File: config.mk
export PLATFORM = sky130hd
export DESIGN_NAME = gci_std_fifo_stream_reader
export DESIGN_NICKNAME = d
export VERILOG_FILES = /design/src/rtl/gci_std_fifo_stream_reader.sv
export SDC_FILE = /design/constraint.sdc
export NUM_CORES = 1
export LEC_CHECK = 0
export BUFFER_PORTS_ARGS = -buffer_cell sky130_fd_sc_hd__buf_4
export CAP_MARGIN = 0
export CORE_UTILIZATION = 39
export CTS_BUF_LIST = sky130_fd_sc_hd__clkbuf_4 sky130_fd_sc_hd__clkbuf_8
export DETAILED_ROUTE_END_ITERATION = 10
export REMOVE_ABC_BUFFERS = 1
export SYNTH_ARGS = -nofsm -noshare
export SYNTH_HDL_FRONTEND = slang
export SYNTH_SLANG_ARGS = --single-unit
export TNS_END_PERCENT = 50
File: constraint.sdc
create_clock -name iCLOCK -period 5.1 [get_ports iCLOCK]
set_input_delay 0 -clock iCLOCK [delete_from_list [all_inputs] [get_ports iCLOCK]]
set_output_delay 0 -clock iCLOCK [all_outputs]
set_load 0.02 [all_outputs]
File: src/rtl/gci_std_fifo_stream_reader.sv
// Read-side drain engine: pops a show-ahead FIFO into a 2-entry registered buffer
// and presents words with valid/ready; the FIFO pop never depends on iREADY.
//  state | meaning
//  EMPTY | buffer holds no word, oVALID low
//  ONE   | head register holds the next word to deliver
//  TWO   | head and skid both full, FIFO pop stalled
module gci_std_fifo_stream_reader #(
  parameter int P_N     = 16,
  parameter int P_CNT_N = 16
) (
  input  logic               iCLOCK,
  input  logic               inRESET,
  input  logic               iREMOVE,
  output logic               oFIFO_RD_EN,
  input  logic [P_N-1:0]     iFIFO_RD_DATA,
  input  logic               iFIFO_RD_EMPTY,
  output logic               oVALID,
  output logic [P_N-1:0]     oDATA,
  input  logic               iREADY,
  output logic [P_CNT_N-1:0] oCOUNT,
  output logic               oBUSY
);

  typedef enum logic [1:0] {
    EMPTY = 2'd0,
    ONE   = 2'd1,
    TWO   = 2'd2
  } occ_t;

  occ_t               occ;
  logic [P_N-1:0]     headData;
  logic [P_N-1:0]     skidData;
  logic [P_CNT_N-1:0] count;
  logic               push;
  logic               take;

  // Pop decision uses only registered occupancy and FIFO flags.
  assign oFIFO_RD_EN = inRESET && !iREMOVE && !iFIFO_RD_EMPTY && (occ != TWO);
  assign push        = oFIFO_RD_EN;
  assign take        = oVALID && iREADY;

  assign oVALID = (occ != EMPTY);
  assign oBUSY  = (occ != EMPTY);
  assign oDATA  = headData;
  assign oCOUNT = count;

  always_ff @(posedge iCLOCK) begin
    if (!inRESET) begin
      occ      <= EMPTY;
      headData <= '0;
      skidData <= '0;
      count    <= '0;
    end else if (iREMOVE) begin
      occ   <= EMPTY;
      count <= '0;
    end else begin
      if (take) begin
        count <= count + {{(P_CNT_N-1){1'b0}}, 1'b1};
      end
      case (occ)
        EMPTY: begin
          if (push) begin
            headData <= iFIFO_RD_DATA;
            occ      <= ONE;
          end
        end
        ONE: begin
          case ({push, take})
            2'b10: begin
              skidData <= iFIFO_RD_DATA;
              occ      <= TWO;
            end
            2'b01: occ <= EMPTY;
            2'b11: headData <= iFIFO_RD_DATA;
            default: occ <= ONE;
          endcase
        end
        TWO: begin
          if (take) begin
            headData <= skidData;
            occ      <= ONE;
          end
        end
        default: occ <= EMPTY;
      endcase
    end
  end

endmodule

# Word level (Yosys, flattened, before mapping)
# Index checks and enable logic that the tools add are counted.
[word_totals]
register_bits = 50
input_bits = 21
output_inout_bits = 35
wordCells = 38
[classes]
add_sub_neg = 1
eq_ne = 10
muxes = 8
bitwise_logic = 2
reduce_logical = 13
[op_table]
columns = ["op", "n"]
rows = [
  ["$mux W16", 3],
  ["$pmux W16 S3", 1],
  ["$add A16 B1 Y16 const B", 1],
  ["$pmux W2 S3", 2],
  ["$ne A2 B2 Y1 const B", 4],
  ["$eq A2 B2 Y1 const B", 3],
  ["$reduce_and A3 Y1", 2],
  ["$reduce_and A5 Y1", 1],
  ["$eq A2 B1 Y1 const B", 2],
  ["$logic_and A1 B1 Y1", 4],
  ["$mux W2", 2],
  ["$reduce_bool A3 Y1", 1],
  ["$logic_not A1 Y1", 2],
  ["$logic_not A2 Y1", 1],
  ["$ne A2 B1 Y1 const B", 1],
  ["$not A1 Y1", 2],
  ["$reduce_bool A2 Y1", 1],
  ["$reduce_or A2 Y1", 1],
]

# Longest topological paths before layout
# Gate-level depths: netlist of the first run.
[logic_depth]
depth_word = 7
depth_mapped = 9

# Worst setup path before layout of the first run
# Ideal clock, no wire load.
[synth_timing]
path_kind = "reg-to-reg"
start = "register occ[1]"
end = "register skidData[10]"
t_arrival_ns = 2.260
path_slack_ns = 2.765
path_stages_with_launch = 9
synth_period_minus_slack_ns = 2.335
path_cell_list = "dfxtp_1 > nor2b_1 > nor3_1 > ha_1 > and3b_1 > clkbuf_1 > clkbuf_1 > nand2_1 > a21boi_0"
[synth_between]
elab_chain_cells = 4
word_cells_on_any_way = 7
cone_classes = "3 x eq/ne; 4 x reduce/logical"
[synth_lines]
columns = ["element", "line", "source"]
rows = [
  ["from (decl)", "30", "occ_t occ;"],
  ["from (signal assigned)", "49", "occ <= EMPTY;"],
  ["from (signal assigned)", "54", "occ <= EMPTY;"],
  ["from (signal assigned)", "64", "occ <= ONE;"],
  ["$ne A2 B2 Y1", "38", "assign oFIFO_RD_EN = inRESET && !iREMOVE && !iFIFO_RD_EMPTY && (occ != TWO);"],
  ["$logic_and A1 B1 Y1", "38", ""],
  ["net oFIFO_RD_EN", "14", "output logic oFIFO_RD_EN,"],
  ["$eq A2 B2 Y1", "68", "case ({push, take})"],
  ["$reduce_and A3 Y1 (no line)", "--", ""],
  ["to (signal assigned)", "70", "skidData <= iFIFO_RD_DATA;"],
  ["to (decl)", "32", "logic [P_N-1:0] skidData;"],
]
# The timed path passes the listed nets, and every way through them passes these cells.
# A chain may end at the register's enable or synchronous reset.

# Worst setup path in the final report of the first run
[layout_timing]
start = "input port inRESET"
end = "register headData[14], in the netlist oDATA[14]"
[layout_between]
elab_chain_cells = 6
word_cells_on_any_way = 7
cone_classes = "3 x eq/ne; 4 x reduce/logical"
[layout_lines]
columns = ["element", "line", "source"]
rows = [
  ["from (decl)", "12", "input logic inRESET,"],
  ["$logic_and A1 B1 Y1 (3 in series)", "38", ""],
  ["$eq A2 B2 Y1", "68", ""],
  ["$ne A2 B1 Y1 (no line)", "--", ""],
  ["$reduce_and A5 Y1 (no line)", "--", ""],
  ["to (signal assigned)", "63", "headData <= iFIFO_RD_DATA;"],
  ["to (signal assigned)", "74", "2'b11: headData <= iFIFO_RD_DATA;"],
  ["to (signal assigned)", "80", "headData <= skidData;"],
  ["to (decl)", "31", "logic [P_N-1:0] headData;"],
]
# Parallel ways exist; a longest one is shown, timed or not.

==> results, run 1 <==
- The run finished with clean final reports.
- The required time at the endpoint of the critical path is 5.33 ns.
- The combined area of all synthesized cells is ~2300 um^2.
- The routed design has 4810 um of wire.
- The number of buffers added for setup after CTS is 0.
- For this run, the top clock speed supported by timing is 391 MHz.
- Registers take about 1000 um^2.
- In this run, the number of DRC markers left after iteration 0 of detailed routing was between 60 and 70.
- The clock buffer count from CTS is 5.
- The portion of the post-synthesis area used by sequential elements is between 40% and 50%.
- The multi-input gate area in the final layout is 1220 um^2.
- The largest area contributor in the synthesized netlist is sky130_fd_sc_hd__dfxtp_1.
- The most frequent standard cell in the layout excluding fill and tap cells is sky130_fd_sc_hd__nand2_1.
- The number of vias in the routed layout is 1974.
- The analysis attributes to cell leakage a power of about 1.2 nW.
- The power per cell area is 261 nW/um^2.
- The post-route netlist has 21.1% of its cells at a drive strength greater than 1.
- The number of H-tree levels is 2.
- The largest fanout on the critical path is 49.
- Across the VDD grid, the largest voltage drop is 0.000172 V.
- The fill cell total of the finished layout is around 550.
- The number of antenna cells inserted is 0.
- The delay of the slowest critical-path stage is 0.63 ns.
- The number of buffers on the longest clock path is 2.
- The via density per instance is a little under 5.
- The pre-CTS setup slack is 2.21 ns.
- The count of nets left with antenna violations once routing finished came out at 0.
- The worst setup slack after layout is ~2.5 ns.
- The final setup violation count is 0.
- In the final routed layout, each cell accounts on average for between 10 and 15 um.
- The floorplan die area is 6280 um^2.
- The initial antenna violation count is 0.
- Across the routed clock network, the largest skew measured is 0.00968 ns.
- For the pin with the worst max-slew slack, the measured transition is 0.835 ns.
- The count of buffers added on input and output ports is 55.
- Entering global routing, the biggest net connects 50 pins.
- The TritonCTS clock tree is done.
- Compared with the post-synthesis result, the final layout area differs by 31.2%.
- The core area is 5640 um^2.
- The number of global-route vias before repair came to 1799.
- The DRC violations left is 0.
- Measured against its own limit, the worst slew margin works out to between 40% and 50%.
- Summed over all nets, the half-perimeter wirelength after detailed placement is 3180 um.
- The worst setup path is launched from an input pin.
- The first global-routing pass estimated 8220 um of wire.
- The number of nets in the final layout is 356.
- The first-pass detailed-route iteration total is 4.
- STA classifies the critical path endpoint as a flip-flop.
- The final hold violation count is 0.
- The congestion estimate from routability-driven global placement came to between 0.7 and 0.8.
- The final sum of negative setup slack is 0 ns.
- The all-layer global routing usage is 16.4%.
- Clock tree synthesis found a total of 50 sinks.
- The tree is rooted in a sky130_fd_sc_hd__clkbuf_8.
- Buffers inserted to repair hold after CTS numbered 16.
- The classification of the worst setup path is input pin to flip-flop.
- Measured along the y axis, the die boundary spans approximately 80 um.
- The total of cells resized after clock tree synthesis is 0.
- The width of the die is 79.3 um.
- The count of yosys warnings during synthesis is 0.
- The total number of placement rows is 27.
- The number of pins with negative max-slew slack in the final report came to 0.
- After clock tree synthesis, the clock-pin slew on the worst setup and hold paths is 0.09 ns.
- The overall overflow remaining after global route is 0.
- Counting distinct cell types in the post-synthesis netlist gives 38.
- Together, buffers and inverters on the worst path number 1.
- The average cell area after synthesis is 8.69 um^2.
- In this design, the largest share of critical-path delay is due to simple AND/OR/NAND/NOR gates.
- For this design, the slowest cell found on the critical path is sky130_fd_sc_hd__a31oi_4.
- The top cell types in the final layout, fill and taps aside, are 57 x sky130_fd_sc_hd__nand2_1, 56 x sky130_fd_sc_hd__buf_4, 50 x sky130_fd_sc_hd__dfxtp_1.
- Ranked by total cell area, the synthesized netlist is headed by sky130_fd_sc_hd__dfxtp_1 43%, sky130_fd_sc_hd__nand2_1 9.2%, sky130_fd_sc_hd__mux2i_1 6.9%, sky130_fd_sc_hd__o211ai_1 5.2%, sky130_fd_sc_hd__nand2b_1 5.1%.
- Walking the worst path, the cells encountered are buf_4 > nand2b_1 > nor3_1 > ha_1 > nand2_1 > a31oi_4 > mux2i_1.
- The clock insertion delay at the later pin of the skew report is slightly above 0.3 ns.
- The proportion of netlist area held by the largest area contributor is 43.0%.
- Synthesis produced a netlist whose cell count is 268.
- The number of maximum-capacitance violations is 0.
- Dividing the final minimum period by the clock period gives 50.2%.
- The starting density of the core is 41.3%.
- The worst hold path belongs to the class input pin to flip-flop.
- Setup repair after global routing left no endpoint under its margin.
- The endpoint arrival time on the critical path is 2.79 ns.
- The smallest clock period supported by the final layout is computed as 2.56 ns.
- Counting flops and latches in the post-synthesis netlist gives 50.
- Pin placement for this block handled 56 I/O pins.
[through the flow]
stage          power (W)  hold slack (ns)  area (um^2)  util [%]  instances
2_1_floorplan   0.000434            0.117         2250         -        252
3_3_place_gp    0.000464            0.266         2760      48.9        380
3_5_place_dp    0.000464            0.268         2760      48.9        380
4_1_cts         0.000806           0.0235         3050      54.1        404
5_1_grt         0.000827           0.0518         3050      54.1        404
6_report        0.000798           0.0185         3050      54.1        404
[routing by layer]
layer  track usage, %  up-vias  wire length [um]
met1             21.0      893              2360
met2             27.4       44              2170
met5                0        -                 0
met4             4.55        0                45
met3             3.79        6               229
li1                 -     1031                 -
[worst min-delay path: stages]
cell and delay [ns]:
sky130_fd_sc_hd__buf_4 0.09, sky130_fd_sc_hd__o21ai_0 0.07, sky130_fd_sc_hd__nand2b_1 0.07, sky130_fd_sc_hd__a21oi_1 0.06
[cell families after synthesis]
| kind of cell | Yosys count | synth area share [%] |
|---|---|---|
| adder cells (fa/ha/maj) | 4 | 2.15 |
| AO/OA/AOI/OAI | 45 | 14.5 |
| buffers and inverters | 22 | 4.51 |
| XOR/XNOR | 11 | 4.14 |
| multiplexers | 18 | 7.85 |
| AND/OR/NAND/NOR | 118 | 23.9 |
| flip-flops | 50 | 43.0 |
[final cells by class]
cell class,instances,share of cell area [%]
clock buffer,5,2.25
clock inverter,3,2.25
inverter,6,0.737
multi-input combinational,196,40.0
sequential,50,32.8
tap,72,2.95
timing repair buffer,72,19.0
[synthesized netlist by cell type, drive strengths merged]
master	count
nand2	57
dfxtp	50
nand2b	19
nor2	17
a21boi	16
mux2i	16
o211ai	16
clkbuf	11
xnor2	8
inv	6
buf	5
nand3	5
a21oi	4
ha	4
nand4	4
nor3	4
nor4	4
o21ai	4
xor2	3
a31oi	2
mux2	2
nor2b	2
or3	2
a31o	1
and3	1
and3b	1
nand3b	1
o2111a	1
o2111ai	1
or2	1
[registers in the layout, indices dropped and copies added (netlist names)]
register,count
occ,2
oDATA,16
skidData,16
oCOUNT,16
[power breakdown]
group	switching, W	total (W)	internal [W]	leakage, nW
sequential	0.00000271	0.000397	0.000394	0.403
combinational	0.0000310	0.0000673	0.0000363	0.689
clock	0.000137	0.000334	0.000197	0.0683
[worst paths after layout]
check,startpoint,to,slack (ns),cells past startpoint
worst min-delay path,iFIFO_RD_EMPTY,occ[0],0.02,4
worst max register to register,occ[1],oDATA[14],2.78,6
worst min register to register,skidData[6],skidData[6],0.46,2
worst max-delay path,inRESET,oDATA[14],2.54,7
Note: power is estimated with default switching activity, not from simulation.
==> run 2, diff against run 1 <==
- clock period: 5.1 -> 2.5 ns (I/O delays scaled with it)
==> run 2 against run 1 <==
  * Non-clock buffer count up 6
  * Combinational power rose by 110%
  * Utilization about the same
  * Hold slack improved by 0.018 ns
  * Via count is 0.76% lower
==> results, run 2 (synthesis gave the netlist of run 1 again) <==
- The first-pass detailed-route iteration total came to 4 (unchanged).
- The clock insertion delay at the later pin of the skew report is 0.30 ns (about the same).
- The highest ir drop seen on vdd is 0.000290 V (+69%).
- The number of I/O port buffers is 55 (unchanged).
- Setup repair after global routing left no endpoint under its margin.
- The total number of placement rows is 27 (unchanged).
- The number of maximum-capacitance violations is 0 (unchanged).
- The instance count along the most critical hold path is 4 (unchanged).
- The number of H-tree levels came to 2 (unchanged).
- The share of layout cells above drive strength 1 came to 22.5% (+1.4 points).
- The relative slew slack is 67.8% (+23 points).
- The global-route wire length before repair is 8190 um (-0.41%).
- The worst setup path is of the flip-flop to flip-flop kind.
- The width of the die came to 79.3 um (unchanged).
- The logic depth of the worst register-to-register path is 7 (+1).
- The delay of the slowest critical-path stage was 0.45 ns (-0.18 ns).
- The floorplan die area is 6280 um^2 (unchanged).
- The final sum of negative setup slack is 0 ns (unchanged).
- The via density per instance is 4.78 (-2.2%).
- The number of placed instances, taps included came to 386 (+1.6%).
- The number of antenna cells inserted is 0 (unchanged).
- The startpoint of the worst-slack reg-to-reg timing path is occ[0].
- The post-route clock period utilization is about 84%.
- The number of pins with negative max-slew slack in the final report is 0 (unchanged).
- For this run, the top clock speed supported by timing is 479 MHz.
- The required time at the endpoint of the critical path is 2.73 ns (-2.60 ns).
- The core area is 5640 um^2 (unchanged).
- The top cell types in the final layout, fill and taps aside, are 62 x sky130_fd_sc_hd__buf_4, 57 x sky130_fd_sc_hd__nand2_1, 50 x sky130_fd_sc_hd__dfxtp_1.
- The total of cells resized after clock tree synthesis came to 0 (unchanged).
- The overall overflow remaining after global route is 0 (unchanged).
- The die extent in y is 79.3 um (unchanged).
- The cell-internal power was 0.00112 W (+78%).
- The startpoint identified for the worst hold timing path is iFIFO_RD_EMPTY.
- The number of buffers on the longest clock path is 2 (unchanged).
- The launching instance or port of the critical path is occ[0].
- The end-of-flow core utilization is 54.2% (about the same).
- The slew at the pin closest to its max-slew limit is 0.480 ns (-0.356 ns).
- The flow ran to the end, and the final reports show no timing, DRC or antenna violations.
- The all-layer global routing usage is 16.4% (+0.053 points).
- The minimum setup slack among reg-to-reg paths is 0.41 ns (-2.37 ns).
- The initial antenna violation count is 0 (unchanged).
- The kind of launch point of the worst setup path is a flip-flop.
- The number of vias in the routed layout came to 1959 (-0.76%).
- The area growth from synthesis to final layout is 31.3% (about the same).
- The power dissipated by switching net loads came to 0.000328 W (+92%).
- The final worst clock skew came to 0.00424 ns (-0.00543 ns).
- The number of sinks driven by the clock tree is 50 (unchanged).
- The power per cell area was 472 nW/um^2 (+81%).
- The detailed placement HPWL is 3290 um (+3.2%).
- The global placement routability congestion was 0.736 (+0.34%).
- The clock buffer count from CTS is 5 (unchanged).
- The number of DRC markers after the initial detailed-route iteration came to 102 (+57%).
- The endpoint of the lowest-slack register-to-register path is oDATA[9].
- The detailed-route wire length per cell is 11.7 um (-1.5%).
- The DRC violations left is 0 (unchanged).
- Traced cell by cell, the critical path runs through nor2b_1 > nor3_1 > ha_1 > nand2_1 > a31oi_4 > buf_4 > mux2i_1.
- In this run the worst hold path is classified as input pin to flip-flop.
- The slowest cell on the critical path is sky130_fd_sc_hd__dfxtp_1.
- The number of top-level design ports is 56 (unchanged).
- The post-detailed-route count of antenna-violating nets is 0 (unchanged).
- The portion of total power attributed to combinational logic was 9.9% (+1.5 points).
- The clock share of power is 34.1% (-7.7 points).
- Subtracting the final worst setup slack from the clock period gives between 2 and 2.5 ns.
- The count of non-filler cells in the finished layout is 410 (+1.5%).
- The starting density of the core is 41.3% (unchanged).
- The share of total power consumed by net switching is 22.7% (+1.3 points).
- The static leakage power is 1.17 nW (+1.0%).
- The endpoint arrival time on the critical path is 2.32 ns (-0.47 ns).
- The largest fanout on the critical path is 16 (-67%).
- The path with the worst hold slack has its endpoint at occ[0].
- The detailed-route wire length is 4810 um (about the same).
- The part of the power in registers is 56.0% (+6.3 points).
- TritonCTS built the clock tree.
- The number of global-route vias before repair came to 1853 (+3.0%).
- The final hold violation count is 0 (unchanged).
- The number of nets in the final layout came to 362 (+1.7%).
- The clock transition at the registers of the reported paths is 0.09 ns (about the same).
- The worst setup path is captured at a flip-flop.
- The root buffer cell chosen for the clock tree is sky130_fd_sc_hd__clkbuf_8.
- The largest net degree at the start of global routing is 49 (-2.0%).
- The most frequent standard cell in the layout excluding fill and tap cells is sky130_fd_sc_hd__buf_4.
- The final setup violation count came to 0 (unchanged).
[run 2: worst max path at each step]
| stage | to | cells after the start |
|---|---|---|
| after floorplan | oDATA[0] | 6 |
| after global placement | oDATA[1] | 7 |
| after detailed placement | oDATA[1] | 7 |
| after CTS | oDATA[1] | 7 |
| after global routing | oDATA[1] | 7 |
| final | oDATA[9] | 7 |
[run 2: power by group through the flow]
stage	Sequential, W	Clock, W	Combinational (W)
2_1_floorplan	0.000834	0	0.0000511
3_3_place_gp	0.000828	0	0.000124
3_5_place_dp	0.000828	0	0.000124
4_1_cts	0.000809	0.000514	0.000144
5_1_grt	0.000811	0.000542	0.000156
6_report	0.000809	0.000492	0.000142
[run 2: final cells by class]
type / count / area [um^2]
Fill cell: 535 / 2580
Multi-Input combinational cell: 196 / 1220
Sequential cell: 50 / 1000
Timing Repair Buffer: 78 / 626
Clock buffer: 7 / 90.1
Tap cell: 72 / 90.1
Inverter: 6 / 22.5
Clock inverter: 1 / 5.00
[run 2: metrics by stage]
stage	total power, W	hold slack [ns]	setup slack [ns]	cell area, um^2
finish	0.00144	0.0361	0.411	3060
global route	0.00151	0.0650	0.207	3060
CTS	0.00147	0.0354	0.393	3060
detailed placement	0.000952	0.262	0.423	2800
global placement	0.000952	0.260	0.475	2800
floorplan	0.000886	0.117	0.142	2250
[run 2: routing by layer]
metal  vias up  GRT usage [%]  part of all wire (%)
met5         -              0                     0
met1       877           20.4                    48
li1       1041              -                     -
met4         0           3.82                  0.33
met2        39           28.4                    47
met3         2           4.14                   4.6
[run 2: repair_timing]
action,in CTS,in global routing
hold buffers,16,0
endpoints found under the hold margin,16,0
setup buffers,0,0
endpoints found under the setup margin,0,0
[run 2: critical path, delay by kind of cell (launching register included)]
kind                     cells  cell delay, ns
AND/OR/NAND/NOR              3            0.58
flip-flops                   1            0.45
buffers and inverters        1            0.31
adder cells (fa/ha/maj)      1            0.27
multiplexers                 1            0.23
AO/OA/AOI/OAI                1            0.16
